File: config.mk
export PLATFORM = sky130hd
export DESIGN_NAME = mmio_timer
export DESIGN_NICKNAME = d
export VERILOG_FILES = /design/src/rtl/mmio_timer_pkg.sv /design/src/rtl/timer_prescaler.sv /design/src/rtl/mmio_timer.sv
export SDC_FILE = /design/constraint.sdc
export NUM_CORES = 1
export LEC_CHECK = 0
export CORE_MARGIN = 1
export CORE_UTILIZATION = 59
export CTS_CLUSTER_DIAMETER = 60
export CTS_CLUSTER_SIZE = 14
export DETAILED_ROUTE_END_ITERATION = 10
export GPL_TIMING_DRIVEN = 0
export PLACE_DENSITY = 0.84
export SYNTH_ARGS = -nofsm -noshare
export SYNTH_HDL_FRONTEND = slang
export SYNTH_HIERARCHICAL = 1
export SYNTH_SLANG_ARGS = --single-unit
File: constraint.sdc
create_clock -name CLK -period 4.83 [get_ports CLK]
set_input_delay 0.966 -clock CLK [delete_from_list [all_inputs] [get_ports CLK]]
set_output_delay 0.966 -clock CLK [all_outputs]
set_load 0.01 [all_outputs]
File: src/rtl/mmio_timer_pkg.sv
// Shared register map, CTRL/STATUS bit positions and reset constants for mmio_timer.
// TIMER_IRQ_EN selects whether CTRL.IRQEN is a writable bit.
package mmio_timer_pkg;

  localparam logic [4:0] OFF_CTRL     = 5'h00;
  localparam logic [4:0] OFF_PRESCALE = 5'h04;
  localparam logic [4:0] OFF_COUNT    = 5'h08;
  localparam logic [4:0] OFF_COMPARE  = 5'h0C;
  localparam logic [4:0] OFF_STATUS   = 5'h10;

  localparam int unsigned CTRL_EN         = 0;
  localparam int unsigned CTRL_AUTORELOAD = 1;
  localparam int unsigned CTRL_IRQEN      = 2;
  localparam int unsigned STATUS_MATCH    = 0;

  localparam logic [31:0] COMPARE_RST = 32'hFFFF_FFFF;

`ifdef TIMER_IRQ_EN
  localparam logic [2:0] CTRL_WMASK = 3'b111;
`else
  localparam logic [2:0] CTRL_WMASK = 3'b011;
`endif

endpackage

File: src/rtl/timer_prescaler.sv
// Prescaler for mmio_timer: emits a one-cycle tick every (prescale + 1) enabled cycles.
module timer_prescaler #(
  parameter int unsigned PRESC_W = 16
) (
  input  logic               CLK,
  input  logic               RSTN,
  input  logic               enable_i,
  input  logic               clear_i,
  input  logic [PRESC_W-1:0] prescale_i,
  output logic               tick_o
);

  logic [PRESC_W-1:0] pcnt_q, pcnt_d;

  always_comb begin
    tick_o = enable_i && (pcnt_q == prescale_i);
    pcnt_d = pcnt_q;
    if (clear_i || !enable_i || tick_o) begin
      pcnt_d = '0;
    end else begin
      pcnt_d = pcnt_q + PRESC_W'(1);
    end
  end

  always_ff @(posedge CLK or negedge RSTN) begin
    if (!RSTN) begin
      pcnt_q <= '0;
    end else begin
      pcnt_q <= pcnt_d;
    end
  end

endmodule

File: src/rtl/mmio_timer.sv
// Memory-mapped prescaled timer with compare/match on the core data bus.
// Define TIMER_IRQ_EN to add the registered level IRQ output and CTRL.IRQEN.
module mmio_timer
  import mmio_timer_pkg::*;
#(
  parameter logic [31:0] BASE_ADDR = 32'h1001_1000,
  parameter int unsigned PRESC_W   = 16
) (
  input  logic        CLK,
  input  logic        RSTN,
  input  logic [31:0] ADDR,
  input  logic [31:0] DATA_IN,
  output logic [31:0] DATA_OUT,
  input  logic        WR_EN,
  input  logic        RD_EN,
  output logic        HIT
`ifdef TIMER_IRQ_EN
  ,
  output logic        IRQ
`endif
);

  logic [2:0]         ctrl_q, ctrl_d;
  logic [PRESC_W-1:0] presc_q, presc_d;
  logic [31:0]        count_q, count_d;
  logic [31:0]        compare_q, compare_d;
  logic               match_q, match_d;
  logic [4:0]         off;
  logic               hit, wr, tick, pclr, count_hit;
  logic [31:0]        rd_data;
  logic               unused_addr;

  // Byte lanes inside a word are not decoded.
  assign unused_addr = ^ADDR[1:0];
  assign off = {ADDR[4:2], 2'b00};
  assign hit = (ADDR[31:5] == BASE_ADDR[31:5]);
  assign wr  = WR_EN && hit;
  assign HIT = hit;

  assign pclr = wr && ((off == OFF_CTRL) || (off == OFF_PRESCALE));

  timer_prescaler #(
    .PRESC_W (PRESC_W)
  ) u_prescaler (
    .CLK        (CLK),
    .RSTN       (RSTN),
    .enable_i   (ctrl_q[CTRL_EN]),
    .clear_i    (pclr),
    .prescale_i (presc_q),
    .tick_o     (tick)
  );

  always_comb begin
    ctrl_d    = ctrl_q;
    presc_d   = presc_q;
    compare_d = compare_q;
    count_d   = count_q;
    match_d   = match_q;
    count_hit = (count_q == compare_q);

    if (wr && (off == OFF_CTRL))     ctrl_d    = DATA_IN[2:0] & CTRL_WMASK;
    if (wr && (off == OFF_PRESCALE)) presc_d   = DATA_IN[PRESC_W-1:0];
    if (wr && (off == OFF_COMPARE))  compare_d = DATA_IN;

    // Bus write to COUNT takes priority over the tick update.
    if (wr && (off == OFF_COUNT)) begin
      count_d = DATA_IN;
    end else if (tick) begin
      count_d = (count_hit && ctrl_q[CTRL_AUTORELOAD]) ? '0 : count_q + 32'd1;
    end

    // A new match beats a simultaneous write-1-to-clear.
    if (tick && count_hit) begin
      match_d = 1'b1;
    end else if (wr && (off == OFF_STATUS) && DATA_IN[STATUS_MATCH]) begin
      match_d = 1'b0;
    end
  end

  always_ff @(posedge CLK or negedge RSTN) begin
    if (!RSTN) begin
      ctrl_q    <= '0;
      presc_q   <= '0;
      count_q   <= '0;
      compare_q <= COMPARE_RST;
      match_q   <= 1'b0;
    end else begin
      ctrl_q    <= ctrl_d;
      presc_q   <= presc_d;
      count_q   <= count_d;
      compare_q <= compare_d;
      match_q   <= match_d;
    end
  end

`ifdef TIMER_IRQ_EN
  logic irq_q;

  always_ff @(posedge CLK or negedge RSTN) begin
    if (!RSTN) begin
      irq_q <= 1'b0;
    end else begin
      irq_q <= match_d && ctrl_d[CTRL_IRQEN];
    end
  end

  assign IRQ = irq_q;
`endif

  always_comb begin
    rd_data = '0;
    case (off)
      OFF_CTRL:     rd_data = {29'd0, ctrl_q};
      OFF_PRESCALE: rd_data = 32'(presc_q);
      OFF_COUNT:    rd_data = count_q;
      OFF_COMPARE:  rd_data = compare_q;
      OFF_STATUS:   rd_data = {31'd0, match_q};
      default:      rd_data = '0;
    endcase
  end

  assign DATA_OUT = (RD_EN && hit) ? rd_data : '0;

endmodule

---- Word-level counts from Yosys, hierarchy flattened ----
Index checks and enable logic that the tools add are counted.
cells by class
  add/sub/neg operators ................... 2
  equality and inequality tests ........... 7
  mux-type cells .......................... 8
  reduce and logical (&&, ||, !) cells .... 19
operator list
  cell                     count
  $pmux W32 S5             1
  $mux W32                 4
  $add A32 B1 Y32 const B  1
  $eq A32 B32 Y1           1
  $eq A27 B24 Y1 const B   1
  $add A16 B1 Y16 const B  1
  $eq A16 B16 Y1           1
  $mux W16                 1
  $logic_and A1 B1 Y1      12
  $eq A3 B2 Y1 const B     2
  $logic_not A5 Y1         1
  $reduce_bool A2 Y1       2
  $eq A3 B1 Y1 const B     1
  $eq A3 B3 Y1 const B     1
  $logic_or A1 B1 Y1       3
  $mux W1                  2
  $logic_not A1 Y1         1
word-level totals
  bits in registers ....................... 99
  output and inout port bits .............. 33
  logic and storage cells ................. 42

---- Longest topological paths before layout ----
Gate-level depths: netlist of run 1.
  word-level depth ........................ 6
  depth in mapped cells ................... 10

---- By module ----
Netlist of run 1, hierarchy kept.
by module, submodules not included
  module           instances  cells an instance  area each (um2)  sequential area each (um2)
  mmio_timer       1          564                5358.9           2117.0
  timer_prescaler  1          99                 940.9            400.4

---- Least setup slack after synthesis of run 1 ----
Ideal clock, no wire load.
  path type ............................... input port to output port
  from .................................... input port ADDR[22]
  to ...................................... output port DATA_OUT[21]
  arrival ................................. 2.418 ns
  data required time ...................... 3.864 ns
  slack ................................... 1.446 ns
  stages .................................. 6
  buffers on the path ..................... 1
  path through ............................ nor4_1 nand4_1 nor2_2 nand3_1 clkbuf_1 nor2_1
between the ends
  word-level cells in the longest chain between the ends .. 3
RTL lines
  element              line               RTL
  from (decl)          mmio_timer.sv:11   input logic [31:0] ADDR,
  $eq A27 B24 Y1       mmio_timer.sv:36   assign hit = (ADDR[31:5] == BASE_ADDR[31:5]);
  via HIT              mmio_timer.sv:16   output logic HIT
  $logic_and A1 B1 Y1  mmio_timer.sv:122  assign DATA_OUT = (RD_EN && hit) ? rd_data : '0;
  $mux W32             mmio_timer.sv:122
  to (decl)            mmio_timer.sv:13   output logic [31:0] DATA_OUT,
The timed path passes the listed nets, and every way through them passes these cells.

---- Worst setup path after layout of run 1 ----
  from .................................... input port ADDR[17]
  to ...................................... output port DATA_OUT[11]
between the ends
  word-level cells in the longest chain between the ends .. 3
RTL lines
  element              line
  $eq A27 B24 Y1       mmio_timer.sv:36
  $logic_and A1 B1 Y1  mmio_timer.sv:122
  $mux W32             mmio_timer.sv:122
Every way passes these cells.

==> results.md, run 1 <==
* Vias in the first global route at 5618
* Synth cell types at 54
* Antenna Nets Post-Route at 0
* Row Count at 37
* Critical path startpoint category: primary input
* CTS resizes at 0
* Fillers at 765
* Largest net degree at the start of global routing at 59
* Post-Place Worst Slack at 0.1604 ns
* Final routed DRC violation total at 0
* Register share of total power at 0.560
* Total GRT Usage at 0.3737
* Die Ht at 105.3 um
* Area delta synth->final at 21.65%
* Via density at 6.380
* Cell repeated most along the worst path: clkdlybuf4s50_1
* Number of synthesized flops with an enable pin at 0
* Clock Power Share at 0.357
* Crit path DAT at 3.65 ns
* Max incr delay on CP at 0.55 ns
* # setup viols final at 0
* Cells after Synth at 663
* Storage cell area at 2517 um^2
* Tcrit/Tclk final at 0.9551
* CTS root buf: clkbuf_8
* Clk pin slew, worst setup/hold paths at 0.10 ns
* Crit path max-delay cell type: clkdlybuf4s50_1
* CP Max Fanout at 10
* M3 GR Usage at 0.06803
* Number of max-cap violations at 0
* Status: finished clean
* Detailed-route wire length per cell at 21.78 um
* Global route total overflow at 0
* Area taken by multi-input logic gates at 3555 um^2
* Synth Warn # at 6
* Initial core utilization at 0.6102
* Setup Crit Path Kind: in2out
* Drt total wl at 19890 um
* Clk sinks at 99
* Yosys reg bits at 99
* Port Buf Inserts at 97
* Io pins at 101
* Unrepaired setup endpoints after global routing: no
* Average cell area after synthesis at 9.502 um^2
* Bufs on Longest Clock Path at 2
* TritonRoute pass-1 iters at 5
* Fmax at 216.8 MHz
* Area post-placement at 7466 um^2
* Worst Tran Pin Value at 0.7342 ns
* Power, Total at 1.481 mW
* Hpwl dp at 14720 um
* Antenna violations before repair at 0
* Logic pwr share at 0.083
* Worst Skew at 0.008077 ns
* # Post-CTS Setup Buffers at 0
* Switching part of the total at 0.2495
* Syn_nets at 733
* DR vias at 5825
* CTS Buf Count at 9
* Int Pwr at 1.112 mW
* Leak Pwr at 2.907 nW
* Synth Flop Type: dfrtp_1
* Sw Pwr at 369.5 uW
* Core Box Area at 10320 um^2
* Hold_buf cts at 0
* Antenna Cells at 0
* Netlist area before placement at 6300 um^2
* Global-route wire length before repair at 31060 um
* TritonCTS clock tree: done
* Hold WC Path Type: reg2reg
* Final Critical Period at 4.613 ns
* Clock Latency Late Sink at 0.39 ns
* Register area share after synthesis at 0.3996
* Post-route cell area at 7664 um^2
* H-tree depth at 3
* Worst Path Required at 3.86 ns
* Grt met1 use at 0.5203
* Slew Limit Fails at 0
* Die area at 11090 um^2
* PwrDens at 193.3 nW/um^2
* Slew HR at 0.5060
* Gp weighted congestion at 0.9549
* Detailed Route Iter0 Violations at 557
* M2 GR Usage at 0.5742
* Critical path, cell by cell: clkdlybuf4s50_1 -> nor4_1 -> nand4_1 -> nor2_4 -> nand3b_1 -> clkbuf_1 -> nor2_1 -> clkdlybuf4s50_1
* Share of layout cells above drive strength 1 at 0.1905
* Chip Width at 105.3 um
* Global route hottest layer: met2
* Max IR drop VDD at 201.7 uV
* Post-synth ARST share at 1.000
* Crit. End Element: output port
* Final hold viol count at 0
* # nets final at 842
* Setup WS post-layout at 0.2168 ns
## cell families after synthesis
logic type | count (synthesis) | share of synthesized area
DFF | 99 | 0.3996
and+or+nand+nor | 260 | 0.2213
AOI/OAI and AO/OA | 110 | 0.1170
xor gates and xnor gates | 69 | 0.09593
adders and majority gates | 2 | 0.003972
muxes | 69 | 0.1245
buffers and inverters | 54 | 0.03773
## synth_stat cells (2+ instances only)
| cell type | count | area share |
|---|---|---|
| nor2_1 | 92 | 0.055 |
| dfrtp_1 | 67 | 0.27 |
| mux2_2 | 65 | 0.12 |
| xnor2_1 | 52 | 0.072 |
| nand2_1 | 38 | 0.023 |
| dfstp_2 | 32 | 0.13 |
| a22oi_1 | 30 | 0.036 |
| clkbuf_1 | 28 | 0.017 |
| nand4_1 | 27 | 0.027 |
| a31oi_1 | 23 | 0.023 |
| nand3_1 | 22 | 0.017 |
| o21ai_0 | 19 | 0.015 |
| and3_1 | 17 | 0.017 |
| xor2_1 | 17 | 0.024 |
| a21oi_1 | 16 | 0.013 |
| nor4_1 | 15 | 0.015 |
| buf_2 | 11 | 0.0087 |
| o31ai_1 | 9 | 0.011 |
| inv_1 | 8 | 0.0048 |
| nor2b_1 | 7 | 0.0070 |
| nor3_1 | 7 | 0.0056 |
| and2_1 | 5 | 0.0050 |
| and4_1 | 5 | 0.0070 |
| o211ai_1 | 5 | 0.0060 |
| nand3b_1 | 4 | 0.0048 |
| a32oi_1 | 3 | 0.0042 |
| buf_4 | 3 | 0.0036 |
| mux2i_1 | 3 | 0.0048 |
| nor4_4 | 3 | 0.010 |
| clkbuf_2 | 2 | 0.0016 |
| ha_1 | 2 | 0.0040 |
| nor2_2 | 2 | 0.0020 |
| nor3b_1 | 2 | 0.0024 |
| nor4b_2 | 2 | 0.0048 |
## critical path, delay by kind of cell
family	cells	cell delay, ns
buffers and inverters	3	1.27
AND/OR/NAND/NOR	5	1.38
## layout by cell type (no fill, tap or decap), types with 7 or more instances in the layout
cell type,n
a22oi_1,30
nor3_1,7
nor2_1,92
o21ai_0,19
a31oi_1,23
xnor2_1,52
nand3_1,21
buf_2,11
dfrtp_1,67
nand4_1,27
and3_1,17
mux2_2,65
clkbuf_1,28
inv_1,8
a21oi_1,16
nor4_1,15
o31ai_1,9
nor2b_1,7
clkdlybuf4s50_1,96
nand2_1,38
xor2_1,17
dfstp_2,32
clkbuf_8,11
## area by class of cell
class / instances / area share
buffer: 46 / 0.02710
inverter: 8 / 0.003918
timing repair buffer: 98 / 0.1300
clock buffer: 11 / 0.01976
sequential: 99 / 0.3285
clock inverter: 5 / 0.004735
multi-input combinational: 510 / 0.4638
tap: 136 / 0.02220
## routing by layer
layer	vias up	share of wire
met5	-	0
met4	0	0.029
met3	44	0.090
met2	309	0.46
met1	2851	0.42
li1	2621	-
## final timing paths
kind | startpoint | to | slack, ns | cells past startpoint
max | ADDR[17] | DATA_OUT[11] | 0.22 | 8
min | match_q | match_q | 0.53 | 2
max reg2reg | presc_q[11] | count_q[2] | 1.33 | 9
min reg2reg | match_q | match_q | 0.53 | 2
max in group asynchronous | RSTN | compare_q[6] | 3.53 | 2
min in group asynchronous | RSTN | count_q[28] | 0.55 | 1
## metrics by stage
stage,hold WS [ns],cells,TNS (ns),utilization
2_1_floorplan,0.4590,663,0,-
3_3_place_gp,0.4811,896,-60.01,0.7208
3_5_place_dp,0.5036,897,0,0.7232
4_1_cts,0.5264,913,0,0.7414
5_1_grt,0.5544,913,0,0.7423
6_report,0.5253,913,0,0.7423
## state kept, by name (all words and copies together) (netlist names)
| register | flops |
|---|---|
| compare_q | 32 |
| count_q | 32 |
| ctrl_q | 2 |
| presc_q | 16 |
| match_q | 1 |
| u_prescaler/pcnt_q | 16 |
## power by group through the flow
stage	clock [mW]	sequential, mW	combinational, mW
after floorplan	0	0.845	0.0319
after global placement	0	0.845	0.116
after detailed placement	0	0.845	0.122
after CTS	0.532	0.830	0.122
after global routing	0.561	0.830	0.133
final	0.529	0.830	0.123
Power figures use the tool's default switching activity.
==> run 2, diff against run 1 <==
--- a/config.mk
+++ b/config.mk
@@ -11,7 +11,9 @@
 export CTS_CLUSTER_SIZE = 14
 export DETAILED_ROUTE_END_ITERATION = 10
 export GPL_TIMING_DRIVEN = 0
+export MAX_ROUTING_LAYER = met4
 export PLACE_DENSITY = 0.84
+export SETUP_SLACK_MARGIN = 0.5
 export SYNTH_ARGS = -nofsm -noshare
 export SYNTH_HDL_FRONTEND = slang
 export SYNTH_HIERARCHICAL = 1
==> run 2 against run 1 <==
Sequential cell count unchanged. Clock skew up 0.0063 ns. Sequential power about the same. Critical endpoint is now DATA_OUT[30]. Worst setup slack better by 0.39 ns. Clock power up 7.2%. Utilization up 1.2 points. Critical path type unchanged. Critical path depth unchanged.
==> results.md, run 2 (same netlist as run 1, synthesis figures left out) <==
* Status: finished clean
* Unrepaired setup endpoints after global routing: no
* Die area at 11090 um^2 (unchanged)
* Fillers at 731 (-4.4%)
* Hold_buf cts at 0 (unchanged)
* Most common cell after layout, fill and taps aside: nor2_1
* Antenna Nets Post-Route at 0 (unchanged)
* Worst Path Required at 3.86 ns (about the same)
* WHS Endpoint: match_q
* Worst reg2reg endpoint: count_q[7]
* Die Ht at 105.3 um (unchanged)
* Worst Skew at 0.01433 ns (+0.006251 ns)
* Tcrit/Tclk final at 0.8751 (-0.07997)
* Slew Limit Fails at 0 (unchanged)
* TritonCTS clock tree: done
* Fmax at 236.6 MHz (+9.1%)
* Final hold viol count at 0 (unchanged)
* Slew HR at 0.5172 (+0.01120)
* Area delta synth->final at 23.58%
* Post-route cell area at 7785 um^2 (+1.6%)
* Final Critical Period at 4.227 ns (-0.3863 ns)
* Global route total overflow at 0 (unchanged)
* DR vias at 5963 (+2.4%)
* Gp weighted congestion at 0.9620 (+0.74%)
* Port Buf Inserts at 97 (unchanged)
* Detailed-route wire length per cell at 22.45 um (+3.1%)
* # setup viols final at 0 (unchanged)
* Number of max-cap violations at 0 (unchanged)
* CTS root buf: clkbuf_8
* Global-route wire length before repair at 31660 um (+1.9%)
* Clock Latency Late Sink at 0.39 ns (about the same)
* Total GRT Usage at 0.3893 (+0.01557)
* # nets final at 845 (+0.36%)
* CP Max Fanout at 10 (unchanged)
* Worst R2R Start: u_prescaler/pcnt_q[8]
* Total placed cells including tap cells at 897 (unchanged)
* WHS at 0.5104 ns (-0.01492 ns)
* Clk pin slew, worst setup/hold paths at 0.10 ns (about the same)
* Chip Width at 105.3 um (unchanged)
* Final routed DRC violation total at 0 (unchanged)
* Commonest cells after routing, fill and taps aside: nor2_1, clkdlybuf4s50_1, dfrtp_1
* FF-to-FF setup slack at 1.18 ns (-0.15 ns)
* H-tree depth at 3 (unchanged)
* Worst Tran Pin Value at 0.7215 ns (-0.01270 ns)
* Vias in the first global route at 5828 (+3.7%)
* Drt total wl at 20570 um (+3.4%)
* Leak Pwr at 3.152 nW (+8.4%)
* Max IR drop VDD at 218.1 uV (+8.1%)
* Registers with the most flip-flops: compare_q: 32 flops, count_q: 32 flops
* TritonRoute pass-1 iters at 8 (+3)
* Largest net degree at the start of global routing at 51 (-14%)
* Critical path startpoint category: primary input
* Clk sinks at 99 (unchanged)
* Detailed Route Iter0 Violations at 545 (-2.2%)
* Share of layout cells above drive strength 1 at 0.2051 (+0.01465)
* Antenna violations before repair at 0 (unchanged)
* Io pins at 101 (unchanged)
* Final design utilization at 0.7541 (+0.01176)
* Hold path depth at 2 (unchanged)
* PwrDens at 195.8 nW/um^2 (+1.3%)
* Hold WC Path Type: reg2reg
* Final Instance Count excl. Fillers at 916 (+0.33%)
* Via density at 6.510 (+2.0%)
* Crit. End Element: output port
* Antenna Cells at 0 (unchanged)
* Row Count at 37 (unchanged)
* Setup Crit Path Kind: in2out
* R2R cell count at 9 (unchanged)
* Hpwl dp at 15100 um (+2.5%)
* CTS Buf Count at 9 (unchanged)
* Core Box Area at 10320 um^2 (unchanged)
* Hold Crit Start: match_q
* Initial core utilization at 0.6102 (unchanged)
* Area post-placement at 7466 um^2 (unchanged)
* Bufs on Longest Clock Path at 2 (unchanged)
* Crit path DAT at 3.26 ns (-0.39 ns)
## run 2: cell count changes in the layout (fill, tap and decap cells not counted), sizes merged, moves of 3 or more
cell,delta
buf,+4
clkbuf,-3
clkdlybuf4s50,-10
clkinvlp,-3
dlymetal6s2s,+10
## run 2: report_power, final
| part | leakage [nW] | total, mW | switching, mW | internal (mW) |
|---|---|---|---|---|
| Clock | 0.104 | 0.567 | 0.322 | 0.244 |
| Sequential | 1.11 | 0.830 | 0.0000379 | 0.830 |
| Combinational | 1.94 | 0.128 | 0.0611 | 0.0666 |
| Total | 3.15 | 1.52 | 0.384 | 1.14 |
## run 2: layout make-up
| type | count | area, um^2 | share of cell area |
|---|---|---|---|
| Clock inverter | 7 | 75.07 | 0.009643 |
| Clock buffer | 9 | 123.9 | 0.01591 |
| Buffer | 46 | 226.5 | 0.02909 |
| Tap cell | 136 | 170.2 | 0.02186 |
| Timing Repair Buffer | 101 | 1044 | 0.1340 |
| Sequential cell | 99 | 2517 | 0.3234 |
| Multi-Input combinational cell | 510 | 3598 | 0.4622 |
| Inverter | 8 | 30.03 | 0.003857 |
## run 2: critical path, cell delays in order
cell	delay [ns]
clkdlybuf4s50_1	0.63
nor2b_1	0.23
and2_1	0.16
clkbuf_2	0.20
clkbuf_2	0.30
a22oi_1	0.12
nor2_1	0.11
clkdlybuf4s50_1	0.54
## run 2: worst max-delay path by stage
stage,startpoint,to,slack [ns]
2_1_floorplan,ADDR[22],DATA_OUT[21],1.45
3_3_place_gp,RSTN,u_prescaler/pcnt_q[7],-0.77
3_5_place_dp,ADDR[10],DATA_OUT[21],0.13
4_1_cts,ADDR[10],DATA_OUT[10],0.51
5_1_grt,ADDR[22],DATA_OUT[29],0.48
6_report,ADDR[3],DATA_OUT[30],0.60
## run 2: per-layer routing
| metal | GRT usage | part of all wire | up-vias |
|---|---|---|---|
| li1 | - | - | 2618 |
| met1 | 0.5208 | 0.42 | 2953 |
| met2 | 0.5902 | 0.46 | 342 |
| met3 | 0.07174 | 0.090 | 50 |
| met4 | 0.1479 | 0.029 | 0 |
| met5 | - | 0 | - |
## run 2: through the flow
step	setup TNS, ns	power, mW	setup slack [ns]
final	0	1.524	0.6030
after global routing	0	1.570	0.4823
after CTS	0	1.521	0.5103
after detailed placement	0	0.9667	0.1321
after global placement	-51.09	0.9604	-0.7677
after floorplan	0	0.8770	1.446
## run 2: timing repair
item	CTS	global route
gates resized for setup	9	22
pin swaps	2	2
buffers inserted	2	1
setup endpoints to repair	28	21
==> run 3, diff against run 2 <==
--- a/config.mk
+++ b/config.mk
@@ -5,6 +5,7 @@
 export SDC_FILE = /design/constraint.sdc
 export NUM_CORES = 1
 export LEC_CHECK = 0
+export CAP_MARGIN = 20
 export CORE_MARGIN = 1
 export CORE_UTILIZATION = 59
 export CTS_CLUSTER_DIAMETER = 60
@@ -12,7 +13,7 @@
 export DETAILED_ROUTE_END_ITERATION = 10
 export GPL_TIMING_DRIVEN = 0
 export MAX_ROUTING_LAYER = met4
-export PLACE_DENSITY = 0.84
+export PLACE_DENSITY = 0.87
 export SETUP_SLACK_MARGIN = 0.5
 export SYNTH_ARGS = -nofsm -noshare
 export SYNTH_HDL_FRONTEND = slang
==> run 3 against run 2 <==
Non-clock buffer count increased by 4. Clock power increased by 2%. Design area rose by 0.50%. Critical endpoint is now DATA_OUT[1]. Largest cell class unchanged. Largest power group unchanged.
==> results.md, run 3 (same netlist as run 1, synthesis figures left out) <==
* Slew Limit Fails at 0 (unchanged)
* Fillers at 756 (+3.4%)
* Hold path depth at 2 (unchanged)
* Row Count at 37 (unchanged)
* Final hold viol count at 0 (unchanged)
* Die Ht at 105.3 um (unchanged)
* Worst Skew at 0.01694 ns (+0.002611 ns)
* Hpwl dp at 14680 um (-2.8%)
* Final Instance Count excl. Fillers at 920 (+0.44%)
* Hold_buf cts at 0 (unchanged)
* Clock Power Share at 0.377 (+0.005)
* Clk pin slew, worst setup/hold paths at 0.10 ns (about the same)
* Unrepaired setup endpoints after global routing: no
* CP Max Fanout at 9 (-1)
* Final routed DRC violation total at 0 (unchanged)
* Drt total wl at 20170 um (-1.9%)
* Leak Pwr at 3.175 nW (+0.71%)
* Slew HR at 0.4758 (-0.04142)
* FF-to-FF setup slack at 1.34 ns (+0.16 ns)
* Global-route wire length before repair at 31540 um (-0.39%)
* Final Critical Period at 4.239 ns (+0.01188 ns)
* Int Pwr at 1.180 mW (+3.4%)
* Worst reg2reg endpoint: count_q[7]
* # nets final at 849 (+0.47%)
* CTS root buf: clkbuf_8
* Most common cell after layout, fill and taps aside: nor2_1
* Global route total overflow at 0 (unchanged)
* Register share of total power at 0.541 (-0.003)
* Antenna Cells at 0 (unchanged)
* # setup viols final at 0 (unchanged)
* Logic pwr share at 0.082 (-0.002)
* Initial core utilization at 0.6102 (unchanged)
* Total placed cells including tap cells at 897 (unchanged)
* Detailed-route wire length per cell at 21.92 um (-2.4%)
* Post-route cell area at 7824 um^2 (+0.50%)
* Port Buf Inserts at 97 (unchanged)
* Worst Path Required at 3.86 ns (about the same)
* Chip Width at 105.3 um (unchanged)
* Max IR drop VDD at 175.3 uV (-20%)
* Die area at 11090 um^2 (unchanged)
* Largest net degree at the start of global routing at 55 (+7.8%)
* Critical path startpoint category: primary input
* Clk sinks at 99 (unchanged)
* Clock Latency Late Sink at 0.37 ns (-0.02 ns)
* Number of max-cap violations at 0 (unchanged)
* Crit. End Element: output port
* Crit path DAT at 3.27 ns (about the same)
* Core Box Area at 10320 um^2 (unchanged)
* Detailed Route Iter0 Violations at 576 (+5.7%)
* Area post-placement at 7466 um^2 (unchanged)
* Commonest cells after routing, fill and taps aside: nor2_1, clkdlybuf4s50_1, dfrtp_1
* TritonCTS clock tree: done
* Vias in the first global route at 5906 (+1.3%)
* Setup TNS at 0 ns (unchanged)
* Antenna Nets Post-Route at 0 (unchanged)
* Worst R2R Start: presc_q[11]
* Worst Tran Pin Value at 0.7834 ns (+0.06191 ns)
* PwrDens at 196.0 nW/um^2 (+0.11%)
* Via density at 6.478 (-0.48%)
* Setup Crit Path Kind: in2out
* DR vias at 5960 (-0.050%)
* CTS Buf Count at 9 (unchanged)
* Hold WC Path Type: reg2reg
* Area delta synth->final at 24.19%
* Total GRT Usage at 0.3840 (-0.005246)
* Hold Crit Start: match_q
* R2R cell count at 9 (unchanged)
* Gp weighted congestion at 1.001 (+4.0%)
* Antenna violations before repair at 0 (unchanged)
* TritonRoute pass-1 iters at 6 (-2)
* Final design utilization at 0.7578 (+0.003758)
* Share of layout cells above drive strength 1 at 0.2092 (+0.004055)
* Registers with the most flip-flops: compare_q: 32 flops, count_q: 32 flops
* Fmax at 235.9 MHz (-0.28%)
* Tcrit/Tclk final at 0.8776 (+0.002460)
* Io pins at 101 (unchanged)
* Sw Pwr at 353.6 uW (-7.8%)
* Bufs on Longest Clock Path at 2 (unchanged)
* Status: finished clean
* H-tree depth at 3 (unchanged)
* Switching part of the total at 0.2305 (-0.02107)
* WHS Endpoint: match_q
## run 3: cell types whose count changed in the layout (fill, tap and decap cells not counted), moves of 2 or more
cell	before	now
buf_4	8	11
clkbuf_8	10	13
inv_6	3	0
clkinv_2	2	0
## run 3: power by group through the flow
stage	combinational [mW]	clock [mW]	sequential, mW
final	0.126	0.578	0.830
after global routing	0.136	0.613	0.830
after CTS	0.124	0.582	0.830
after detailed placement	0.121	0	0.845
after global placement	0.116	0	0.845
after floorplan	0.0319	0	0.845
## run 3: per-stage QoR
step | hold WS (ns) | power (mW) | setup WS (ns)
final | 0.5143 | 1.534 | 0.5912
after global routing | 0.5610 | 1.579 | 0.5004
after CTS | 0.5112 | 1.536 | 0.5028
after detailed placement | 0.4867 | 0.9662 | 0.1258
after global placement | 0.4807 | 0.9613 | -0.8043
after floorplan | 0.4590 | 0.8770 | 1.446
## run 3: critical path: stages
cell,delay (ns)
clkdlybuf4s50_1,0.43
nor4_2,0.34
nand4_1,0.22
nor2_4,0.22
nand3_4,0.16
nor3b_1,0.32
clkdlybuf4s50_1,0.60
## run 3: final cells by class
class                      count  area (um^2)  area share
buffer                        46        227.7     0.02911
clock buffer                  13        168.9     0.02159
clock inverter                 3        46.29    0.005917
inverter                       8        30.03    0.003838
multi-input combinational    510         3590      0.4588
sequential                    99         2517      0.3218
tap                          136        170.2     0.02175
timing repair buffer         105         1074      0.1372
## run 3: worst max-delay path by stage
stage / start / end / slack [ns] / cells after the start
2_1_floorplan: ADDR[22] / DATA_OUT[21] / 1.45 / 6
3_3_place_gp: RSTN / u_prescaler/pcnt_q[12] / -0.80 / 1
3_5_place_dp: ADDR[22] / DATA_OUT[23] / 0.13 / 8
4_1_cts: ADDR[17] / DATA_OUT[27] / 0.50 / 8
5_1_grt: ADDR[3] / DATA_OUT[0] / 0.50 / 7
6_report: ADDR[21] / DATA_OUT[1] / 0.59 / 7
## run 3: layer usage
metal,vias to the layer above,global-route usage,part of all wire
met2,343,0.5992,0.48
met1,2949,0.4986,0.40
met5,-,-,0
met4,0,0.1268,0.020
li1,2629,-,-
met3,39,0.08472,0.098
## run 3: repair_timing
item,CTS,global route
cloned,1,0
endpoints found under the setup margin,28,22
gates resized for setup,12,19
buffers inserted,3,3
pin swaps,4,4
